## config.mk

```make
export PLATFORM = sky130hd
export DESIGN_NAME = pf_issue_queue
export DESIGN_NICKNAME = d
export VERILOG_FILES = /design/src/rtl/pf_issue_queue_pkg.sv /design/src/rtl/pf_cam_fifo.sv /design/src/rtl/pf_issue_queue.sv
export SDC_FILE = /design/constraint.sdc
export NUM_CORES = 1
export LEC_CHECK = 0
export BUFFER_PORTS_ARGS = -buffer_cell sky130_fd_sc_hd__buf_4
export CAP_MARGIN = 20
export CORE_MARGIN = 2
export CORE_UTILIZATION = 56
export DETAILED_ROUTE_END_ITERATION = 16
export PLACE_DENSITY = 0.75
export SETUP_SLACK_MARGIN = 0.02
export SYNTH_ARGS = -nofsm -noshare
export SYNTH_HDL_FRONTEND = slang
export SYNTH_SLANG_ARGS = --single-unit
```

## constraint.sdc

```tcl
create_clock -name clk -period 5.3 [get_ports clk]
set_input_delay 0.53 -clock clk [delete_from_list [all_inputs] [get_ports clk]]
set_output_delay 0.53 -clock clk [all_outputs]
set_load 0.02 [all_outputs]
```

## src/rtl/pf_issue_queue_pkg.sv

```systemverilog
// Shared prefetcher constants (address width, queue/filter/inflight defaults) and small helpers.
// Imported by the issue queue, its CAM FIFO and the ISB.
package pf_issue_queue_pkg;
    localparam int PF_AW           = 16;
    localparam int PF_DEPTH        = 4;
    localparam int PF_HIST         = 4;
    localparam int PF_MAX_INFLIGHT = 2;
    localparam int PF_DROP_W       = 8;

    typedef logic [PF_AW-1:0] pf_addr_t;

    function automatic logic [PF_DROP_W-1:0] sat_inc(input logic [PF_DROP_W-1:0] v);
        return (v == '1) ? v : v + 1'b1;
    endfunction
endpackage

```

## src/rtl/pf_cam_fifo.sv

```systemverilog
// Prefetch FIFO with per-entry valid bits, parallel address compare and address invalidation.
// Push/pop take effect at the edge; caller guarantees no push when full and no pop when empty.
module pf_cam_fifo
    import pf_issue_queue_pkg::*;
#(
    parameter int DEPTH = PF_DEPTH
)(
    input  logic                     clk,
    input  logic                     rst_n,
    input  logic                     i_push,
    input  pf_addr_t                 i_push_addr,
    input  logic                     i_pop,
    input  logic                     i_inv_v,
    input  pf_addr_t                 i_inv_addr,
    input  logic                     i_keep_head,
    input  pf_addr_t                 i_cmp_addr,
    output logic                     o_cmp_hit,
    output logic                     o_head_v,
    output pf_addr_t                 o_head_addr,
    output logic [$clog2(DEPTH):0]   o_count
);
    localparam int PW = $clog2(DEPTH);

    pf_addr_t         r_addr [DEPTH];
    logic [DEPTH-1:0] r_valid;
    logic [PW-1:0]    r_head;
    logic [PW-1:0]    r_tail;
    logic [PW:0]      r_count;

    always_ff @(posedge clk or negedge rst_n) begin
        if (!rst_n) begin
            for (int i = 0; i < DEPTH; i++) r_addr[i] <= '0;
            r_valid <= '0;
            r_head  <= '0;
            r_tail  <= '0;
            r_count <= '0;
        end else begin
            // A head already presented to memory must survive a matching demand.
            for (int i = 0; i < DEPTH; i++) begin
                if (i_inv_v && r_valid[i] && (r_addr[i] == i_inv_addr) &&
                    !(i_keep_head && (r_head == PW'(i))))
                    r_valid[i] <= 1'b0;
            end
            if (i_pop) begin
                r_valid[r_head] <= 1'b0;
                r_head          <= r_head + 1'b1;
            end
            if (i_push) begin
                r_valid[r_tail] <= 1'b1;
                r_addr[r_tail]  <= i_push_addr;
                r_tail          <= r_tail + 1'b1;
            end
            if (i_push && !i_pop)
                r_count <= r_count + 1'b1;
            else if (!i_push && i_pop)
                r_count <= r_count - 1'b1;
        end
    end

    always_comb begin
        o_cmp_hit = 1'b0;
        for (int i = 0; i < DEPTH; i++) begin
            if (r_valid[i] && (r_addr[i] == i_cmp_addr)) o_cmp_hit = 1'b1;
        end
    end

    assign o_head_v    = (r_count != '0) && r_valid[r_head];
    assign o_head_addr = r_addr[r_head];
    assign o_count     = r_count;
endmodule

```

## src/rtl/pf_issue_queue.sv

```systemverilog
// Filters prefetch candidates (queue/history/demand), queues them and issues to memory under an inflight cap.
// Issue no earlier than 1 cycle after pf_v; request held stable until mem_req_rdy; full queue drops and counts.
module pf_issue_queue
    import pf_issue_queue_pkg::*;
#(
    parameter int DEPTH        = PF_DEPTH,
    parameter int HIST         = PF_HIST,
    parameter int MAX_INFLIGHT = PF_MAX_INFLIGHT
)(
    input  logic                 clk,
    input  logic                 rst_n,
    input  logic                 pf_v,
    input  logic [PF_AW-1:0]     pf_addr,
    input  logic                 dm_v,
    input  logic [PF_AW-1:0]     dm_addr,
    output logic                 mem_req_v,
    output logic [PF_AW-1:0]     mem_req_addr,
    input  logic                 mem_req_rdy,
    input  logic                 mem_done,
    output logic [PF_DROP_W-1:0] drop_cnt
);
    localparam int CW = $clog2(DEPTH) + 1;
    localparam int HW = $clog2(HIST);
    localparam int IW = $clog2(MAX_INFLIGHT + 1);

    pf_addr_t             r_hist_addr [HIST];
    logic [HIST-1:0]      r_hist_v;
    logic [HW-1:0]        r_hist_ptr;
    logic [IW-1:0]        r_inflight;
    logic [PF_DROP_W-1:0] r_drop_cnt;

    logic          w_q_hit, w_hist_hit, w_filt, w_full;
    logic          w_push, w_drop, w_req, w_accept, w_skip, w_pop, w_inflt_dec;
    logic          w_head_v;
    pf_addr_t      w_head_addr;
    logic [CW-1:0] w_count;

    pf_cam_fifo #(.DEPTH(DEPTH)) u_fifo (
        .clk         (clk),
        .rst_n       (rst_n),
        .i_push      (w_push),
        .i_push_addr (pf_addr),
        .i_pop       (w_pop),
        .i_inv_v     (dm_v),
        .i_inv_addr  (dm_addr),
        .i_keep_head (w_req),
        .i_cmp_addr  (pf_addr),
        .o_cmp_hit   (w_q_hit),
        .o_head_v    (w_head_v),
        .o_head_addr (w_head_addr),
        .o_count     (w_count)
    );

    always_comb begin
        w_hist_hit = 1'b0;
        for (int i = 0; i < HIST; i++) begin
            if (r_hist_v[i] && (r_hist_addr[i] == pf_addr)) w_hist_hit = 1'b1;
        end
    end

    // Filtering takes priority over the full check: a duplicate is never counted as a drop.
    assign w_filt      = w_q_hit || w_hist_hit || (dm_v && (dm_addr == pf_addr));
    assign w_full      = (w_count == CW'(DEPTH));
    assign w_push      = pf_v && !w_filt && !w_full;
    assign w_drop      = pf_v && !w_filt && w_full;
    assign w_req       = w_head_v && (r_inflight < IW'(MAX_INFLIGHT));
    assign w_accept    = w_req && mem_req_rdy;
    assign w_skip      = (w_count != '0) && !w_head_v;
    assign w_pop       = w_accept || w_skip;
    assign w_inflt_dec = mem_done && (r_inflight != '0);

    assign mem_req_v    = w_req;
    assign mem_req_addr = w_req ? w_head_addr : '0;
    assign drop_cnt     = r_drop_cnt;

    always_ff @(posedge clk or negedge rst_n) begin
        if (!rst_n) begin
            for (int i = 0; i < HIST; i++) r_hist_addr[i] <= '0;
            r_hist_v   <= '0;
            r_hist_ptr <= '0;
        end else if (w_accept) begin
            r_hist_addr[r_hist_ptr] <= w_head_addr;
            r_hist_v[r_hist_ptr]    <= 1'b1;
            r_hist_ptr <= (r_hist_ptr == HW'(HIST - 1)) ? '0 : r_hist_ptr + 1'b1;
        end
    end

    always_ff @(posedge clk or negedge rst_n) begin
        if (!rst_n) begin
            r_inflight <= '0;
            r_drop_cnt <= '0;
        end else begin
            case ({w_accept, w_inflt_dec})
                2'b10:   r_inflight <= r_inflight + 1'b1;
                2'b01:   r_inflight <= r_inflight - 1'b1;
                default: ;
            endcase
            if (w_drop) r_drop_cnt <= sat_inc(r_drop_cnt);
        end
    end
endmodule

```

==> run_results.csv <==
group,metric,value,unit
critical_path,cpLargestDelayFamily,"buffers and inverters",
routing,drc_errors,0,
timing,fin_setup_tns,0,ns
floorplanning,design.die.area,17700,µm²
yosys,synth-seq-cells,155,
timing,fin_skew,0.00942,ns
clock_tree,path_clk_slew,0.06,ns
power_and_ir_drop,leakage,0.00456,µW
clock_tree,clockBufferDepth,2,
critical_path,rrSetupSlack,1.82,ns
routing,vias,6227,
placed_design,place_area,9780,µm²
critical_path,worstSetupPathType,"flip-flop to flip-flop",
finish,finalNetCount,857,
finish,final_common_cell,"xor2_1",
placed_design,gp_congestion,1.04,
global_route,grt_pass1_vias,6524,
critical_path,worst-path-max-fanout,22,
floorplanning,die-width,133,µm
critical_path,path_common_cell,"inv_1",
yosys,yosysSeqAreaShare,41.5,%
timing,tightest_slew,0.659,ns
placed_design,dp_slack,1.83,ns
global_route,grt_max_degree,112,
finish,antenna_cells,0,
finish,multi_input_area,5080,µm²
clock_tree,cts_tree,"built",
timing,rsz0062_at_grt,"no",
timing,setup_viol_count_final,0,
global_route,grt_pass1_wl,37900,µm
critical_path,cp_data_arrival_time,3.84,ns
routing,viasPerCell,6.02,
timing,drv_slew,0,
finish,area_delta_synth_final,11.5,%
routing,drtAntennaViolNets,0,
min_path,min_path_type,"flip-flop to flip-flop",
yosys,ys_warn_count,0,
global_route,grt_antenna_before_repair,0,
routing,wire_per_inst,23.8,µm
finish,drive_gt1_share,31.8,%
floorplanning,ios,63,
clock_tree,cts_max_level,4,
finish,final_cell_mix,"158 x xor2_1, 155 x dfrtp_1, 112 x mux2_2",
critical_path,endpoint_kind,"flip-flop",
run,drv_cap,0,
clock_tree,numCtsBuffers,17,
global_route,track_usage,28.6,%
timing,maxSlewHeadroom,56.0,%
critical_path,cpMaxStageDelayCell,"mux4_2",
routing,drt-total-wl,24600,µm
placed_design,dp_hpwl,17900,µm
critical_path,critPathMaxStageDelay,0.58,ns
power_and_ir_drop,finalPower,6620,µW
timing,finalCritPeriodShare,65.6,%
timing,setup_ws,1.82,ns
clock_tree,clkLatencyLatePin,0.44,ns
yosys,synth_nets,818,
floorplanning,die_h,133,µm
placed_design,numPortBuffers,62,
finish,fillers,1297,
finish,fin_area,10400,µm²
yosys,synthCells,764,
global_route,grt_overflow,0,
yosys,syn_area_per_cell,12.2,µm²
floorplanning,rows,47,
outcome,status,"finished clean",
power_and_ir_drop,p_per_area,635,nW/µm²
finish,area.sequential,3880,µm²
power_and_ir_drop,ir_worst_vdd,303,µV
critical_path,required,5.66,ns
critical_path,worst-path-buf-inv,5,
timing,hold_viol,0,
floorplanning,start_util,56.8,%
floorplanning,core,16500,µm²
yosys,synth_cell_types,39,
clock_tree,cts_resized,0,
critical_path,path_cells,"buf_4, mux4_2, nor3b_2, buf_4, and2_1, inv_1, o21ai_1, inv_1, ha_1, inv_1, fa_1, xor2_1, nor2_1, xor2_1",
timing,finalCriticalPeriod,3.48,ns
routing,drt_first_pass_iters,5,
timing,max_freq,288,MHz
critical_path,critPathLaunchType,"flip-flop",
routing,dr.first_iter.drc_count,432,
yosys,synthesis.area,9350,µm²
clock_tree,clock_sinks,155,
clock_tree,clockRootBuffer,"clkbuf_16",
## routing by layer
layer	global-route usage, %	routed length [µm]	vias to the layer above
li1	-	-	2705
met1	37.6	10500	3219
met2	47.8	12100	238
met3	4.19	1250	65
met4	12.4	836	0
met5	0	0	-
## logic make-up (layout without fill, tap and decap cells)
family                     count (synthesis)  after routing  share of synthesized area [%]
buffers and inverters                     60            111                           4.24
DFF                                      155            155                           41.5
and+or+nand+nor                          139            139                           9.06
AOI/OAI and AO/OA                         23             23                           1.49
xor gates and xnor gates                 222            222                           20.8
muxes                                    149            149                           20.7
adders and majority gates                 16             16                           2.22
## stage by stage
stage | util [%] | hold slack (ns) | cells
6_report | 63.3 | 0.464 | 1035
5_1_grt | 63.3 | 0.485 | 1035
4_1_cts | 63.1 | 0.273 | 1033
3_5_place_dp | 59.4 | 0.454 | 1002
3_3_place_gp | 59.4 | 0.451 | 1002
2_1_floorplan | - | 0.234 | 764
## registers in the layout, indices dropped and copies added, names as in the netlist
signal,cells
r_hist_v,4
u_fifo.o_count,3
r_hist_addr,64
u_fifo.r_head,2
u_fifo.r_tail,2
r_inflight,2
u_fifo.r_valid,4
drop_cnt,8
r_hist_ptr,2
u_fifo.r_addr,64
## layout make-up
cell class | count | share of cell area (%)
clock buffer | 19 | 4.25
clock inverter | 12 | 1.57
inverter | 12 | 0.432
multi-input combinational | 549 | 48.7
sequential | 155 | 37.2
tap | 220 | 2.64
timing repair buffer | 68 | 5.15
## where the power goes
| group | switching [µW] | leakage [µW] | internal [µW] |
|---|---|---|---|
| registers | 661 | 0.00189 | 1760 |
| clock network | 511 | 0.000294 | 756 |
| logic | 1470 | 0.00237 | 1470 |
## Yosys cell counts (all sizes together)
master    n  area, µm²
or3       1       6.26
nand3    28        140
xor2    158       1380
mux4     17        383
nor4     35        244
nor3     15       75.1
xnor2    64        561
mux2    132       1550
ha       15        188
clkbuf   18       67.6
nand2b    5       31.3
a21o      4       30.0
nor2     11       91.3
dfrtp   155       3880
a21oi     8       40.0
o21ai     4       20.0
o22ai     4       25.0
and2     17        106
o21a      2       15.0
nand4    12       75.1
nand2    13       58.8
nor3b     1       7.51
or4       1       11.3
inv      12       45.0
a41oi     1       8.76
fa        1       20.0
buf      30        284
## path summary, 6_finish.rpt
check | start | to | depth (start not counted)
max | u_fifo.r_head[0]$_DFFE_PN0N_ | u_fifo.o_count[2]$_DFFE_PN0P_ | 14
min | r_hist_v[2]$_DFFE_PN0P_ | r_hist_v[2]$_DFFE_PN0P_ | 1
max reg2reg | u_fifo.r_head[0]$_DFFE_PN0N_ | u_fifo.o_count[2]$_DFFE_PN0P_ | 14
min reg2reg | r_hist_v[2]$_DFFE_PN0P_ | r_hist_v[2]$_DFFE_PN0P_ | 1
max in group asynchronous | rst_n | u_fifo.r_addr[23]$_DFFE_PN0P_ | 3
min in group asynchronous | rst_n | r_hist_addr[21]$_DFFE_PN0P_ | 2
## repair_timing
item	4_1_cts	5_1_grt
hold buffers	0	1
hold endpoints to repair	0	24
buffers inserted	0	0
endpoints found under the setup margin	0	0
Power figures use the tool's default switching activity.
